==> config.mk <==
export PLATFORM = sky130hd
export DESIGN_NAME = spi_fifo_wr_arbiter
export DESIGN_NICKNAME = d
export VERILOG_FILES = /design/src/rtl/spi_arb_pkg.sv /design/src/rtl/spi_rr_picker.sv /design/src/rtl/spi_fifo_wr_arbiter.sv
export SDC_FILE = /design/constraint.sdc
export NUM_CORES = 1
export LEC_CHECK = 0
export ABC_CLOCK_PERIOD_IN_PS = 4200
export BUFFER_PORTS_ARGS = -buffer_cell sky130_fd_sc_hd__clkbuf_2
export CAP_MARGIN = 20
export CORE_UTILIZATION = 46
export DETAILED_ROUTE_END_ITERATION = 7
export HOLD_SLACK_MARGIN = 0.15
export PLACE_DENSITY = 0.86
export REMOVE_ABC_BUFFERS = 1
export SLEW_MARGIN = 25
export SYNTH_ARGS = -nofsm -noshare
export SYNTH_HDL_FRONTEND = slang
export SYNTH_SLANG_ARGS = --single-unit
export TNS_END_PERCENT = 50
==> constraint.sdc <==
create_clock -name clk_i -period 4.2 [get_ports clk_i]
set_input_delay 0.42 -clock clk_i [delete_from_list [all_inputs] [get_ports clk_i]]
set_output_delay 0.42 -clock clk_i [all_outputs]
set_load 0.005 [all_outputs]
==> src/rtl/spi_arb_pkg.sv <==
// Shared definitions for the SPI FIFO write-port arbiter.
//   arb_state_e : arbiter FSM state (IDLE waits for a request, LOCKED holds a
//                 grant until the granted requester's last beat is accepted)
//   PktCntW     : width of the released-packet counter
//   calc_idx_w  : width of a requester index, never less than 1 bit
package spi_arb_pkg;

   typedef enum logic [0:0] {
      ARB_IDLE   = 1'b0,
      ARB_LOCKED = 1'b1
   } arb_state_e;

   localparam int PktCntW = 16;

   function automatic int calc_idx_w(input int num_req);
      return (num_req <= 2) ? 1 : $clog2(num_req);
   endfunction

endpackage

==> src/rtl/spi_rr_picker.sv <==
// Combinational round-robin winner selection.
//   req      : request vector, one bit per requester
//   prio_ptr : requester that has highest priority this round
//   winner   : first requester with req set, searching upward from prio_ptr
//              with wrap-around (0 when nothing is requested)
//   any_req  : at least one request is present
// The request vector is duplicated side by side. Bits below prio_ptr in the
// lower copy are masked off, so the lowest set bit of the doubled vector is
// the first requester at or after prio_ptr; the upper copy supplies the
// wrapped part of the search.
module spi_rr_picker #(
   parameter int NumReq = 4,
   parameter int IdxW   = 2
) (
   input  logic [NumReq-1:0] req,
   input  logic [IdxW-1:0]   prio_ptr,
   output logic [IdxW-1:0]   winner,
   output logic              any_req
);

   logic [2*NumReq-1:0] req_dbl;
   logic [2*NumReq-1:0] masked;

   always_comb begin
      req_dbl = {req, req};
      masked  = '0;
      for (int i = 0; i < 2*NumReq; i++) begin
         masked[i] = req_dbl[i] & (i >= int'(prio_ptr));
      end
   end

   // Scanning downward lets the lowest set bit be the final assignment.
   always_comb begin
      winner = '0;
      for (int i = 2*NumReq-1; i >= 0; i--) begin
         if (masked[i]) begin
            winner = (i >= NumReq) ? IdxW'(i - NumReq) : IdxW'(i);
         end
      end
   end

   assign any_req = |req;

endmodule

==> src/rtl/spi_fifo_wr_arbiter.sv <==
// Packet-locking round-robin arbiter in front of a synchronous FIFO write port.
// Handshake: a beat moves when valid and ready are both high on a rising clk_i
// edge; a requester holds valid, data and last stable until that happens.
// Ports:
//   clk_i, rst_i        : clock, asynchronous active-high reset
//   clr_i               : synchronous flush, overrides everything else
//   req_valid_i/last_i  : per-requester beat valid and last-beat flag
//   req_data_i          : packed per-requester data, requester 0 in the LSBs
//   req_ready_o         : per-requester ready, one-hot or zero
//   fifo_wvalid_o/wready_i/wdata_o : FIFO write port
//   fifo_clr_o          : one-cycle FIFO clear, registered from clr_i
//   gnt_idx_o           : current or last granted requester
//   busy_o              : grant is locked
//   state_o, pkt_cnt_o  : debug view of the FSM state and released packets
module spi_fifo_wr_arbiter
   import spi_arb_pkg::*;
#(
   parameter int  NumReq = 4,
   parameter int  Width  = 16,
   localparam int IdxW   = calc_idx_w(NumReq)
) (
   input  logic                    clk_i,
   input  logic                    rst_i,
   input  logic                    clr_i,
   input  logic [NumReq-1:0]       req_valid_i,
   input  logic [NumReq-1:0]       req_last_i,
   input  logic [NumReq*Width-1:0] req_data_i,
   output logic [NumReq-1:0]       req_ready_o,
   output logic                    fifo_wvalid_o,
   input  logic                    fifo_wready_i,
   output logic [Width-1:0]        fifo_wdata_o,
   output logic                    fifo_clr_o,
   output logic [IdxW-1:0]         gnt_idx_o,
   output logic                    busy_o,
   output arb_state_e              state_o,
   output logic [PktCntW-1:0]      pkt_cnt_o
);

   arb_state_e         state_q;
   logic [IdxW-1:0]    prio_ptr_q;
   logic [IdxW-1:0]    gnt_idx_q;
   logic [IdxW-1:0]    winner;
   logic [PktCntW-1:0] pkt_cnt_q;
   logic               any_req;
   logic               clr_q;
   logic               locked;
   logic               beat_acc;
   logic               release_pkt;
   logic [Width-1:0]   data_arr [NumReq];

   for (genvar g = 0; g < NumReq; g++) begin : g_unpack
      assign data_arr[g] = req_data_i[g*Width +: Width];
   end

   spi_rr_picker #(
      .NumReq (NumReq),
      .IdxW   (IdxW)
   ) u_picker (
      .req      (req_valid_i),
      .prio_ptr (prio_ptr_q),
      .winner   (winner),
      .any_req  (any_req)
   );

   assign locked        = (state_q == ARB_LOCKED);
   // clr_i blocks the handshake in its own cycle, so a flush never races a beat.
   assign fifo_wvalid_o = locked & ~clr_i & req_valid_i[gnt_idx_q];
   assign beat_acc      = fifo_wvalid_o & fifo_wready_i;
   assign release_pkt   = beat_acc & req_last_i[gnt_idx_q];
   assign fifo_wdata_o  = fifo_wvalid_o ? data_arr[gnt_idx_q] : '0;

   always_comb begin
      req_ready_o = '0;
      if (locked && !clr_i) begin
         req_ready_o[gnt_idx_q] = fifo_wready_i;
      end
   end

   always_ff @(posedge clk_i or posedge rst_i) begin
      if (rst_i) begin
         state_q    <= ARB_IDLE;
         prio_ptr_q <= '0;
         gnt_idx_q  <= '0;
         clr_q      <= 1'b0;
         pkt_cnt_q  <= '0;
      end else if (clr_i) begin
         state_q    <= ARB_IDLE;
         prio_ptr_q <= '0;
         gnt_idx_q  <= '0;
         clr_q      <= 1'b1;
      end else begin
         clr_q <= 1'b0;
         case (state_q)
            ARB_IDLE: begin
               if (any_req) begin
                  gnt_idx_q <= winner;
                  state_q   <= ARB_LOCKED;
               end
            end
            ARB_LOCKED: begin
               if (release_pkt) begin
                  state_q    <= ARB_IDLE;
                  prio_ptr_q <= (gnt_idx_q == IdxW'(NumReq - 1)) ? '0 : gnt_idx_q + 1'b1;
                  pkt_cnt_q  <= pkt_cnt_q + 1'b1;
               end
            end
            default: state_q <= ARB_IDLE;
         endcase
      end
   end

   assign fifo_clr_o = clr_q;
   assign gnt_idx_o  = gnt_idx_q;
   assign busy_o     = locked;
   assign state_o    = state_q;
   assign pkt_cnt_o  = pkt_cnt_q;

endmodule

==> results.txt <==
----------------------------------------------------
[Outcome]
  Outcome ... finished clean

[Critical path]
  Data required, critical path ... 3780 ps
  Top delay family on crit path ... flip-flops
  CP Capture Point ... fifo_wdata_o[0]
  Register-to-Register Setup Slack ... around 1900 ps
  Source of the critical timing path ... gnt_idx_o[0]
  Crit path launch type ... flop
  Sum of buffers and inverters on the critical path ... 1
  R2r endpoint ... pkt_cnt_o[14]
  Critical path start-end classification ... reg2out
  R2R depth ... 5
  Critical path depth in cells ... 4
  Critical path, cell by cell ... mux2i_1 > a2bb2oi_4 > and2b_1 > clkbuf_2
  Arrival time at the worst endpoint ... 2290 ps
  Reg2Reg Launch Point ... gnt_idx_o[1]
  Largest driver fanout on the critical path ... 19
  Cell with the biggest individual delay on the critical path ... sky130_fd_sc_hd__dfrtp_1
  Category of the worst setup path capture point ... output pin
  Maximum cell stage delay along the critical path ... slightly above 800 ps

[Detailed routing]
  Number of DRC violations after detailed routing ... 0
  Via total after detailed routing ... 1,717
  Detail-routed via count per cell ... roughly 5.4
  DRT Wirelength ... ~5000 microns
  DRT Pass-1 Iters ... 4
  Count of antenna-violating nets left after detailed routing ... 0
  Number of violations reported at the end of detailed-routing iteration 0 ... 46
  Avg WL per Cell ... between 15 and 20 microns

[Global route]
  Number of antenna violations at the first check in global routing ... 0
  Largest net degree at the start of global routing ... 26
  First-pass GRT wire length ... 7540 microns
  Leftover overflow at the end of global routing ... 0
  Vias in the first global route ... approximately 1,600
  Overall track demand over capacity in global routing ... a little under a quarter

[Cells and area]
  Fillcell total ... around 320
  Final antenna diode count ... 0
  Syn-to-layout area delta ... 34.2%
  Net count of the finished layout ... 353
  Layout Utilization ... ~65%
  Fraction of final layout cells with drive strength greater than 1 ... a little over half
  Post-layout instance area ... 2450 sq um

[Timing]
  Worst slew slack as a fraction of its limit ... between 30% and 40%
  RSZ-0062 raised after global routing ... false
  Count of final hold-check violations ... 0
  Final TNS setup ... 0 ps
  Fraction of the cycle the final worst path needs ... around 64%
  Number of max-slew violations in the final report ... 0
  Min Tclk post-route ... about 2700 ps
  Highest clock frequency the design can meet ... ~370 MHz
  Transition time of the tightest slew-check pin ... between 900 and 1000 ps
  Count of final setup violators ... 0
  Setup Skew ... between 5 and 6 ps

[CTS]
  Cell at the root of the clock tree ... sky130_fd_sc_hd__clkbuf_8
  Skew-Pair Late Insertion Delay ... about 260 ps
  TritonCTS buffer count ... 3
  Clock transition at the register clock pins on the worst setup and hold paths after CTS ... around 80 ps
  Number of sinks handled by clock tree synthesis ... 22
  Post CTS Setup Buffer Count ... 0
  CTS tree ... built
  Clock Tree Buf Depth ... 2
  Hold_buf cts ... 0
  CTS H-Tree Depth ... 1
  Resized cells post-CTS ... 0

[Power and ir drop]
  P per Cell Area ... between 200 and 250 nW/um^2
  Leakage power of the design ... 0.00126 uW
  Total power ... just under 600 uW
  Maximum VDD drop ... a little over 0.0003 V

[Synth]
  Cell count after synthesis ... ~160
  Number of synthesized register bits ... 22
  Compound-cell area share of the yosys netlist ... about 6.4%
  Parity-gate share of the synthesized area counting xor and xnor cells ... slightly above 7%
  Seq/Total Area, Yosys ... a little under a third
  Synth Area in Adders ... around 3.4%
  Total of warnings raised by yosys ... 0
  Number of distinct library cell variants in the gate-level netlist after synthesis ... between 40 and 50
  Combinational family with the most area after synthesis ... simple AND/OR/NAND/NOR gates
  Mux contribution to synthesized area ... ~22%
  Average instance area after synthesis ... 11.3 sq um
  Post-synth design cell area ... approximately 1800 sq um
  Area fraction in and, or, nand and nor cells after synthesis ... 24.0%

[Floorplanning]
  Placement Rows ... 22
  Number of I/O pins ... 118
  DIE AREA ... ~4200 sq um
  Starting Density ... approximately half
  Placeable Area ... between 3000 and 4000 sq um
  Die extent in y ... ~65 microns
  Die X ... roughly 65 microns

[Hold path]
  Hold Crit Class ... in2async

[Placed design]
  Count of buffers inserted at the top-level ports ... about 120
  Estimated wirelength of the detail-placed design ... between 4000 and 5000 microns
  Final GP Congestion ... 0.784
  Post-Place Cell Area ... 2380 sq um

[Flow run]
  Count of maximum capacitance violations ... 0

----------------------------------------------------
==> per-layer routing <==
metal / global-route usage [%] / wire length [microns]
met1: 29.1 / 1940
met2: 40.9 / 2620
met3: 3.70 / 296
met4: 7.88 / 99
met5: 0 / 0
==> sequential cells by signal, summed over array words and instances (netlist names) <==
| register | flops |
|---|---|
| busy_o | 1 |
| fifo_clr_o | 1 |
| prio_ptr_q | 2 |
| gnt_idx_o | 2 |
| pkt_cnt_o | 16 |
==> report_power, final <==
group | internal [uW] | switching [uW] | leakage (uW) | total [uW]
clock | 127 | 69.4 | 0.0000357 | 197
sequential | 222 | 21.7 | 0.000300 | 244
combinational | 84.1 | 55.5 | 0.000921 | 140
==> cells in the mapped netlist <==
cell type / count / area share (%)
sky130_fd_sc_hd__nand2b_1: 1 / 0.34
sky130_fd_sc_hd__nor2b_4: 1 / 0.75
sky130_fd_sc_hd__mux4_2: 16 / 20
sky130_fd_sc_hd__dfrtp_1: 22 / 30
sky130_fd_sc_hd__a2111o_1: 1 / 0.62
sky130_fd_sc_hd__and2b_1: 4 / 1.6
sky130_fd_sc_hd__buf_2: 2 / 0.55
sky130_fd_sc_hd__ha_1: 5 / 3.4
sky130_fd_sc_hd__o21ai_0: 2 / 0.55
sky130_fd_sc_hd__nand3b_1: 3 / 1.2
sky130_fd_sc_hd__inv_1: 6 / 1.2
sky130_fd_sc_hd__nand2b_4: 1 / 0.75
sky130_fd_sc_hd__nand4b_1: 1 / 0.48
sky130_fd_sc_hd__o2bb2ai_1: 1 / 0.48
sky130_fd_sc_hd__mux2i_1: 3 / 1.6
sky130_fd_sc_hd__nor4_1: 1 / 0.34
sky130_fd_sc_hd__nand3_1: 4 / 1.1
sky130_fd_sc_hd__o31ai_1: 1 / 0.41
sky130_fd_sc_hd__clkbuf_1: 1 / 0.21
sky130_fd_sc_hd__and2_1: 4 / 1.4
sky130_fd_sc_hd__nor3_2: 2 / 1.1
sky130_fd_sc_hd__nor2b_1: 13 / 4.5
sky130_fd_sc_hd__nand3_2: 1 / 0.55
sky130_fd_sc_hd__a2bb2oi_4: 1 / 1.4
sky130_fd_sc_hd__a21oi_1: 5 / 1.4
sky130_fd_sc_hd__nand4_2: 1 / 0.68
sky130_fd_sc_hd__buf_6: 5 / 3.1
sky130_fd_sc_hd__xor2_1: 4 / 1.9
sky130_fd_sc_hd__o22ai_4: 1 / 1.1
sky130_fd_sc_hd__nand4_1: 4 / 1.4
sky130_fd_sc_hd__nor3b_2: 1 / 0.68
sky130_fd_sc_hd__or3_1: 2 / 0.68
sky130_fd_sc_hd__nor3_1: 2 / 0.55
sky130_fd_sc_hd__o211ai_1: 1 / 0.41
sky130_fd_sc_hd__nor2_1: 4 / 0.82
sky130_fd_sc_hd__mux2_4: 1 / 0.82
sky130_fd_sc_hd__xnor2_1: 11 / 5.3
sky130_fd_sc_hd__buf_4: 4 / 1.6
sky130_fd_sc_hd__and4_1: 3 / 1.4
sky130_fd_sc_hd__nand2_1: 11 / 2.3
sky130_fd_sc_hd__and3_1: 4 / 1.4
==> worst min-delay path by stage <==
stage                       start       endpoint  slack [ps]
global placement    pkt_cnt_o[15]  pkt_cnt_o[15]         470
detailed placement   pkt_cnt_o[4]   pkt_cnt_o[4]         490
CTS                         rst_i  pkt_cnt_o[14]         310
finish                      rst_i         busy_o         290
floorplan                   rst_i         busy_o         410
global route                rst_i         busy_o         370
==> through the flow <==
step	hold WS [ps]	std cells	setup slack, ps
finish	288	319	1490
global route	370	319	1330
CTS	307	319	1440
global placement	471	315	1800
floorplan	409	149	1760
detailed placement	488	315	1730
==> cell families (layout without fill, tap and decap cells) <==
| logic type | Yosys count | count (layout) |
|---|---|---|
| flip-flops | 22 | 22 |
| multiplexers | 20 | 20 |
| AND/OR/NAND/NOR | 68 | 68 |
| XOR/XNOR | 15 | 15 |
| AO/OA/AOI/OAI | 13 | 13 |
| adder cells (fa/ha/maj) | 5 | 5 |
| buffers and inverters | 18 | 128 |
==> final cells by class <==
class / count / area [sq um] / share of cell area (%)
inverter: 6 / 22.5 / 0.919
clock buffer: 3 / 41.3 / 1.68
clock inverter: 1 / 30.0 / 1.23
multi-input combinational: 121 / 1150 / 47.1
sequential: 22 / 551 / 22.5
timing repair buffer: 118 / 593 / 24.2
tap: 48 / 60.1 / 2.45
==> placed cells by master, fill, tap and decap left out, types with 2 or more instances in the layout <==
cell type,n
sky130_fd_sc_hd__nor3_1,2
sky130_fd_sc_hd__inv_1,6
sky130_fd_sc_hd__nand4_1,4
sky130_fd_sc_hd__nand2_1,11
sky130_fd_sc_hd__and3_1,4
sky130_fd_sc_hd__xor2_1,4
sky130_fd_sc_hd__nand3_1,4
sky130_fd_sc_hd__nor2_1,4
sky130_fd_sc_hd__and2_1,4
sky130_fd_sc_hd__nand3b_1,3
sky130_fd_sc_hd__clkbuf_8,3
sky130_fd_sc_hd__ha_1,5
sky130_fd_sc_hd__and4_1,3
sky130_fd_sc_hd__a21oi_1,5
sky130_fd_sc_hd__or3_1,2
sky130_fd_sc_hd__clkbuf_2,117
sky130_fd_sc_hd__xnor2_1,11
sky130_fd_sc_hd__and2b_1,4
sky130_fd_sc_hd__nor3_2,2
sky130_fd_sc_hd__mux2i_1,3
sky130_fd_sc_hd__mux4_2,16
sky130_fd_sc_hd__o21ai_0,2
sky130_fd_sc_hd__dfrtp_1,22
sky130_fd_sc_hd__nor2b_1,13
No activity file was read; power rests on OpenSTA's default activity.
